## config.mk

```make
export PLATFORM = sky130hd
export DESIGN_NAME = poly_sub_mod
export DESIGN_NICKNAME = d
export VERILOG_FILES = /design/src/rtl/ntt_pkg.sv /design/src/rtl/mod_sub.sv /design/src/rtl/poly_sub_mod.sv
export SDC_FILE = /design/constraint.sdc
export NUM_CORES = 1
export LEC_CHECK = 0
export CAP_MARGIN = 10
export CORE_MARGIN = 2
export CORE_UTILIZATION = 40
export CTS_CLUSTER_DIAMETER = 40
export DETAILED_ROUTE_END_ITERATION = 16
export MAX_ROUTING_LAYER = met4
export PLACE_DENSITY = 0.73
export SLEW_MARGIN = 20
export SYNTH_ARGS = -nofsm -noshare
export SYNTH_HDL_FRONTEND = slang
export SYNTH_SLANG_ARGS = --single-unit
```

## constraint.sdc

```tcl
create_clock -name clk -period 1.9 [get_ports clk]
set_clock_uncertainty 0.1 [all_clocks]
set_input_delay 0.38 -clock clk [delete_from_list [all_inputs] [get_ports clk]]
set_output_delay 0.38 -clock clk [all_outputs]
set_load 0.03 [all_outputs]
```

## src/rtl/ntt_pkg.sv

```systemverilog
// Shared NTT datapath package: default coefficient width/modulus pairing and
// the controller state encoding used by the sequential polynomial units.
package ntt_pkg;

    // Default coefficient width and modulus (smallest legal pairing).
    localparam int DEF_N = 2;
    localparam int DEF_Q = 3;

    localparam int STATE_W = 2;

    typedef enum logic [STATE_W-1:0] {
        IDLE = 2'd0,
        RUN  = 2'd1,
        DONE = 2'd2
    } state_t;

    // Index width for walking D coefficients; a single coefficient still
    // needs a one-bit index register.
    function automatic int idx_width(input int d);
        return (d > 1) ? $clog2(d) : 1;
    endfunction

endpackage

```

## src/rtl/mod_sub.sv

```systemverilog
// Single-coefficient modular subtract: d = (a - b) mod Q.
// Purely combinational so it can be shared by an index mux or dropped into a
// butterfly difference leg.
module mod_sub #(
    parameter int N = 2,
    parameter int Q = 3
) (
    input  logic [N-1:0] a,
    input  logic [N-1:0] b,
    output logic [N-1:0] d
);

    localparam logic [N:0] QW = (N+1)'(Q);

    logic [N:0] diff;
    logic [N:0] wrap;

    // One extra bit catches the borrow; on borrow add Q back and drop the MSB.
    // Inputs >= Q still produce this defined value, just not a canonical one.
    always_comb begin
        diff = {1'b0, a} - {1'b0, b};
        wrap = diff + QW;
        d    = diff[N] ? wrap[N-1:0] : diff[N-1:0];
    end

endmodule

```

## src/rtl/poly_sub_mod.sv

```systemverilog
// Sequential modular polynomial subtractor: s[i] = (a[i] - b[i]) mod Q,
// one coefficient per clock behind a start/busy/done handshake.
// Coefficient i lives at bits [(i+1)*N-1 : i*N] of a, b and s.
module poly_sub_mod
    import ntt_pkg::*;
#(
    parameter int D = 2,
    parameter int N = DEF_N,
    parameter int Q = DEF_Q
) (
    input  logic           clk,
    input  logic           rst_n,
    input  logic           start,
    input  logic [D*N-1:0] a,
    input  logic [D*N-1:0] b,
    output logic [D*N-1:0] s,
    output logic           busy,
    output logic           done
);

    localparam int IW = idx_width(D);
    localparam logic [IW-1:0] LAST_IDX = IW'(D - 1);

    typedef logic [D-1:0][N-1:0] poly_t;

    state_t        state;
    state_t        state_nx;
    logic [IW-1:0] idx;
    poly_t         a_r;
    poly_t         b_r;
    poly_t         s_r;

    logic          accept;
    logic          wr_en;
    logic          last;

    logic [N-1:0]  a_sel;
    logic [N-1:0]  b_sel;
    logic [N-1:0]  d_sel;

    // State register; reset aborts any job in flight.
    always_ff @(posedge clk) begin
        if (!rst_n) state <= IDLE;
        else        state <= state_nx;
    end

    // Next state: DONE accepts a new job exactly like IDLE, so back-to-back
    // jobs lose no cycle.
    always_comb begin
        state_nx = state;
        case (state)
            IDLE:    if (start) state_nx = RUN;
            RUN:     if (last)  state_nx = DONE;
            DONE:    state_nx = start ? RUN : IDLE;
            default: state_nx = IDLE;
        endcase
    end

    // Control strobes derived from the current state; start during RUN is ignored.
    always_comb begin
        accept = start && ((state == IDLE) || (state == DONE));
        wr_en  = (state == RUN);
        last   = wr_en && (idx == LAST_IDX);
    end

    // One shared subtractor walks the coefficients through an idx mux.
    assign a_sel = a_r[idx];
    assign b_sel = b_r[idx];

    mod_sub #(.N(N), .Q(Q)) u_sub (
        .a (a_sel),
        .b (b_sel),
        .d (d_sel)
    );

    // Datapath: operand capture on accept, one coefficient written per RUN
    // cycle, busy/done bookkeeping. done is a one-cycle registered pulse.
    always_ff @(posedge clk) begin
        if (!rst_n) begin
            idx  <= '0;
            a_r  <= '0;
            b_r  <= '0;
            s_r  <= '0;
            busy <= 1'b0;
            done <= 1'b0;
        end else begin
            done <= 1'b0;
            if (accept) begin
                a_r  <= a;
                b_r  <= b;
                idx  <= '0;
                busy <= 1'b1;
            end
            if (wr_en) begin
                s_r[idx] <= d_sel;
                if (last) begin
                    busy <= 1'b0;
                    done <= 1'b1;
                end else begin
                    idx <= idx + IW'(1);
                end
            end
        end
    end

    assign s = s_r;

endmodule

```

==> results_tabular.tex <==
\begin{tabular}{lr}
\hline
Metric & Value \\
\hline
\multicolumn{2}{l}{\textbf{Synthesis}} \\
\quad Number of cells produced by synthesis & 77 \\
\quad Share of flip-flops with an asynchronous set or reset & 0\% \\
\quad Post-synth top cells & sky130\_fd\_sc\_hd\_\_nand2\_1, sky130\_fd\_sc\_hd\_\_dfxtp\_1, sky130\_fd\_sc\_hd\_\_a21boi\_0 \\
\quad Net Count, Synth & 90 \\
\quad Cell type with the highest aggregate area in the netlist & sky130\_fd\_sc\_hd\_\_dfxtp\_1 \\
\quad Netlist Area Pre-Place & $\sim$750 µm² \\
\quad Area fraction of the dominant cell type after synthesis & 45.3\% \\
\quad Post-synth cell types & 23 \\
\quad Number of storage elements in the synthesis netlist & 17 \\
\quad Top FF cell, synth & sky130\_fd\_sc\_hd\_\_dfxtp\_1 \\
\quad Average footprint of a synthesized cell & 9.77 µm² \\
\quad Count leader, synth & sky130\_fd\_sc\_hd\_\_nand2\_1 \\
\quad Number of warning messages in the yosys log & 0 \\
\quad EDFF count, synth & 0 \\
\quad Sequential area share after synthesis & a little under half \\
\quad Largest cells by area after synthesis & sky130\_fd\_sc\_hd\_\_dfxtp\_1, sky130\_fd\_sc\_hd\_\_a21boi\_0, sky130\_fd\_sc\_hd\_\_nand2\_1 \\
\multicolumn{2}{l}{\textbf{Setup path}} \\
\quad Data arrival at the endpoint of the critical path & $\sim$1900 ps \\
\quad FF-to-FF path depth & 7 \\
\quad Crit start category & register \\
\quad Type of the worst setup path & reg2reg \\
\quad Reg2Reg Setup Slack & a little under 90 ps \\
\quad CP Max Fanout & 4 \\
\quad Worst path required time & 1980 ps \\
\quad RR Endpoint & s[1] \\
\quad Type of destination of the critical path & register \\
\quad Startpoint of the lowest-slack register-to-register path & idx \\
\multicolumn{2}{l}{\textbf{Layout}} \\
\quad Antenna Cells & 0 \\
\quad FILL cells & approximately 160 \\
\quad Share of the core filled with cells in the final layout & between 50 and 60\% \\
\quad Layout overhead on the synthesized area & 32.1\% \\
\quad Non-filler cells, final & approximately 120 \\
\quad Share of final-layout standard cells stronger than drive strength 1 & 22.7\% \\
\quad Net count, final & around 110 \\
\multicolumn{2}{l}{\textbf{Hold path}} \\
\quad Hold path endpoint & b\_r[3] \\
\quad Startpoint of the most critical hold path & b\_r[3] \\
\quad Hold-critical path depth & 2 \\
\quad Type of the worst min-delay path & reg2reg \\
\multicolumn{2}{l}{\textbf{Placement}} \\
\quad Worst Setup Slack post-DPL & -46.2 ps \\
\quad Global placer's final weighted congestion & 0.705 \\
\quad Number of port buffers & 16 \\
\quad HPWL reported at the end of detailed placement & 1.01 mm \\
\quad Post-placement cell count & 117 \\
\multicolumn{2}{l}{\textbf{CTS}} \\
\quad TritonCTS Buffers & 3 \\
\quad H-Tree Level Count & 1 \\
\quad TritonCTS clock tree & done \\
\quad Clock slew seen by the registers of the worst setup and hold paths & 90 ps \\
\quad Max clock buf depth & 2 \\
\quad Hold buffer count at CTS & 0 \\
\quad Worst-skew pair later-pin latency & slightly below 300 ps \\
\quad Root Driver & sky130\_fd\_sc\_hd\_\_clkbuf\_4 \\
\quad Sinks on Clock Net & 17 \\
\multicolumn{2}{l}{\textbf{Power}} \\
\quad Int Pwr & about 0.56 mW \\
\quad Logic gate share of total power & 23.2\% \\
\quad Net Sw Frac & roughly a quarter \\
\quad Part of the power in the clock network & about a quarter \\
\quad NetSw & between 0.2 and 0.25 mW \\
\quad Standby leakage power & just under 0.4 nW \\
\quad Peak supply drop & about 0.57 mV \\
\quad Total power density per cell area & 766 nW/µm² \\
\quad Relative contribution of sequential cells to total power & around half \\
\multicolumn{2}{l}{\textbf{Floorplan}} \\
\quad Core footprint & 1750 µm² \\
\quad Starting utilization of the core area & 43.1\% \\
\quad FP Rows & 15 \\
\quad Horiz. Die Dim & about 47 µm \\
\quad Total die area & between 2000 and 2500 µm² \\
\quad Overall die height & 47.4 µm \\
\quad Count of boundary I/O pins & 17 \\
\multicolumn{2}{l}{\textbf{STA}} \\
\quad Final setup fails & 0 \\
\quad Slew HR & between 60\% and 70\% \\
\quad Total negative slack for setup checks & 0 ps \\
\quad Min setup slack post-route & approximately 88 ps \\
\quad Time the final worst path needs with I/O delays and setup & roughly 1800 ps \\
\quad Fraction of the cycle the final worst path needs & a little over nine tenths \\
\quad Number of endpoints with negative hold slack in the final report & 0 \\
\quad Fin Hold WS & between 300 and 400 ps \\
\quad Maximum clock frequency & approximately 550 MHz \\
\quad Transition time of the tightest slew-check pin & just under 500 ps \\
\quad Slew Viols, Final & 0 \\
\multicolumn{2}{l}{\textbf{Outcome}} \\
\quad Status & completed \\
\multicolumn{2}{l}{\textbf{Global route}} \\
\quad Overall global routing resource usage & 14.5\% \\
\quad Initial antenna violation count & 0 \\
\quad Via count of the first global-routing pass & 533 \\
\quad Pin count of the biggest net entering global routing & 18 \\
\quad Global-route wire length before repair & about 2.2 mm \\
\quad Grt total ovfl & 0 \\
\multicolumn{2}{l}{\textbf{Route}} \\
\quad Mean number of vias per cell & about 4.6 \\
\quad Routed via count & about 560 \\
\quad Initial DRC count & 5 \\
\quad Wire length per cell after detailed routing & 10.7 µm \\
\quad Number of iterations in the first detailed-routing pass & 3 \\
\quad DRC & 0 \\
\quad DRT antenna net count & 0 \\
\quad Total length of routed wires & between 1 and 1.5 mm \\
\multicolumn{2}{l}{\textbf{Run}} \\
\quad Max cap viols & 0 \\
\hline
\end{tabular}
-- sequential cells by signal (all words and copies together), names as in the netlist --
register / cells
a_r: 4
b_r: 4
s: 4
state: 2
busy: 1
done: 1
idx: 1
-- worst max path at each step --
stage | startpoint | endpoint | depth (start not counted)
floorplan | idx | s[1] | 7
global route | idx | s[1] | 7
finish | idx | s[1] | 7
CTS | idx | s[1] | 6
global placement | idx | s[1] | 6
detailed placement | idx | s[1] | 6
-- stage by stage --
step	area [µm²]	power (mW)
2_1_floorplan	752	0.503
3_3_place_gp	933	0.555
3_5_place_dp	933	0.560
4_1_cts	961	0.748
5_1_grt	993	0.806
6_report	993	0.761
-- critical path: stages (launching register included) --
cell and delay, ps:
sky130_fd_sc_hd__dfxtp_4 380, sky130_fd_sc_hd__mux2i_1 200, sky130_fd_sc_hd__ha_2 190, sky130_fd_sc_hd__inv_2 40
sky130_fd_sc_hd__fa_2 410, sky130_fd_sc_hd__nor2b_2 160, sky130_fd_sc_hd__xnor2_2 140, sky130_fd_sc_hd__a21oi_1 80
-- logic make-up after synthesis --
logic type | share of synthesized area, %
simple gates | 19.0
compound gates | 17.1
mux | 5.66
fa+ha+maj | 4.33
buf+inv | 6.32
xor+xnor | 2.33
flops | 45.3
-- layout by cell type, fill, tap and decap left out, types with 2 or more instances in the layout --
cell,count
sky130_fd_sc_hd__clkdlybuf4s50_1,16
sky130_fd_sc_hd__and2_2,2
sky130_fd_sc_hd__nand2b_1,2
sky130_fd_sc_hd__clkbuf_4,3
sky130_fd_sc_hd__buf_4,5
sky130_fd_sc_hd__a21boi_0,9
sky130_fd_sc_hd__xnor2_2,2
sky130_fd_sc_hd__mux2_2,2
sky130_fd_sc_hd__o211a_1,2
sky130_fd_sc_hd__mux2i_1,2
sky130_fd_sc_hd__o21ai_0,3
sky130_fd_sc_hd__nand2_1,18
sky130_fd_sc_hd__dfxtp_1,16
sky130_fd_sc_hd__a21oi_1,2
-- routing by layer --
| layer | share of wire [%] | vias up | GRT usage (%) |
|---|---|---|---|
| met3 | 2.4 | 2 | 2.31 |
| met2 | 48 | 9 | 22.2 |
| met4 | 1.4 | 0 | 6.67 |
| met1 | 48 | 256 | 18.6 |
| met5 | 0 | - | - |
| li1 | - | 291 | - |
-- layout make-up --
type	count	area, µm²	area share, %
clock buffer	4	26.3	2.64
inverter	2	7.51	0.756
multi-input combinational	53	387	38.9
sequential	17	344	34.6
tap	25	31.3	3.15
timing repair buffer	21	198	19.9
-- timing repair --
action / in CTS / in global routing
pin swaps: 0 / 2
gates resized for setup: 1 / 7
buffers inserted: 0 / 1
setup endpoints to repair: 2 / 4
-- power by group through the flow --
stage	Sequential [mW]	Clock, mW	Combinational (mW)
floorplan	0.415	0	0.0879
global placement	0.401	0	0.154
detailed placement	0.402	0	0.157
CTS	0.394	0.196	0.158
global route	0.397	0.215	0.194
finish	0.393	0.191	0.177
(Power assumes the default switching activity.)
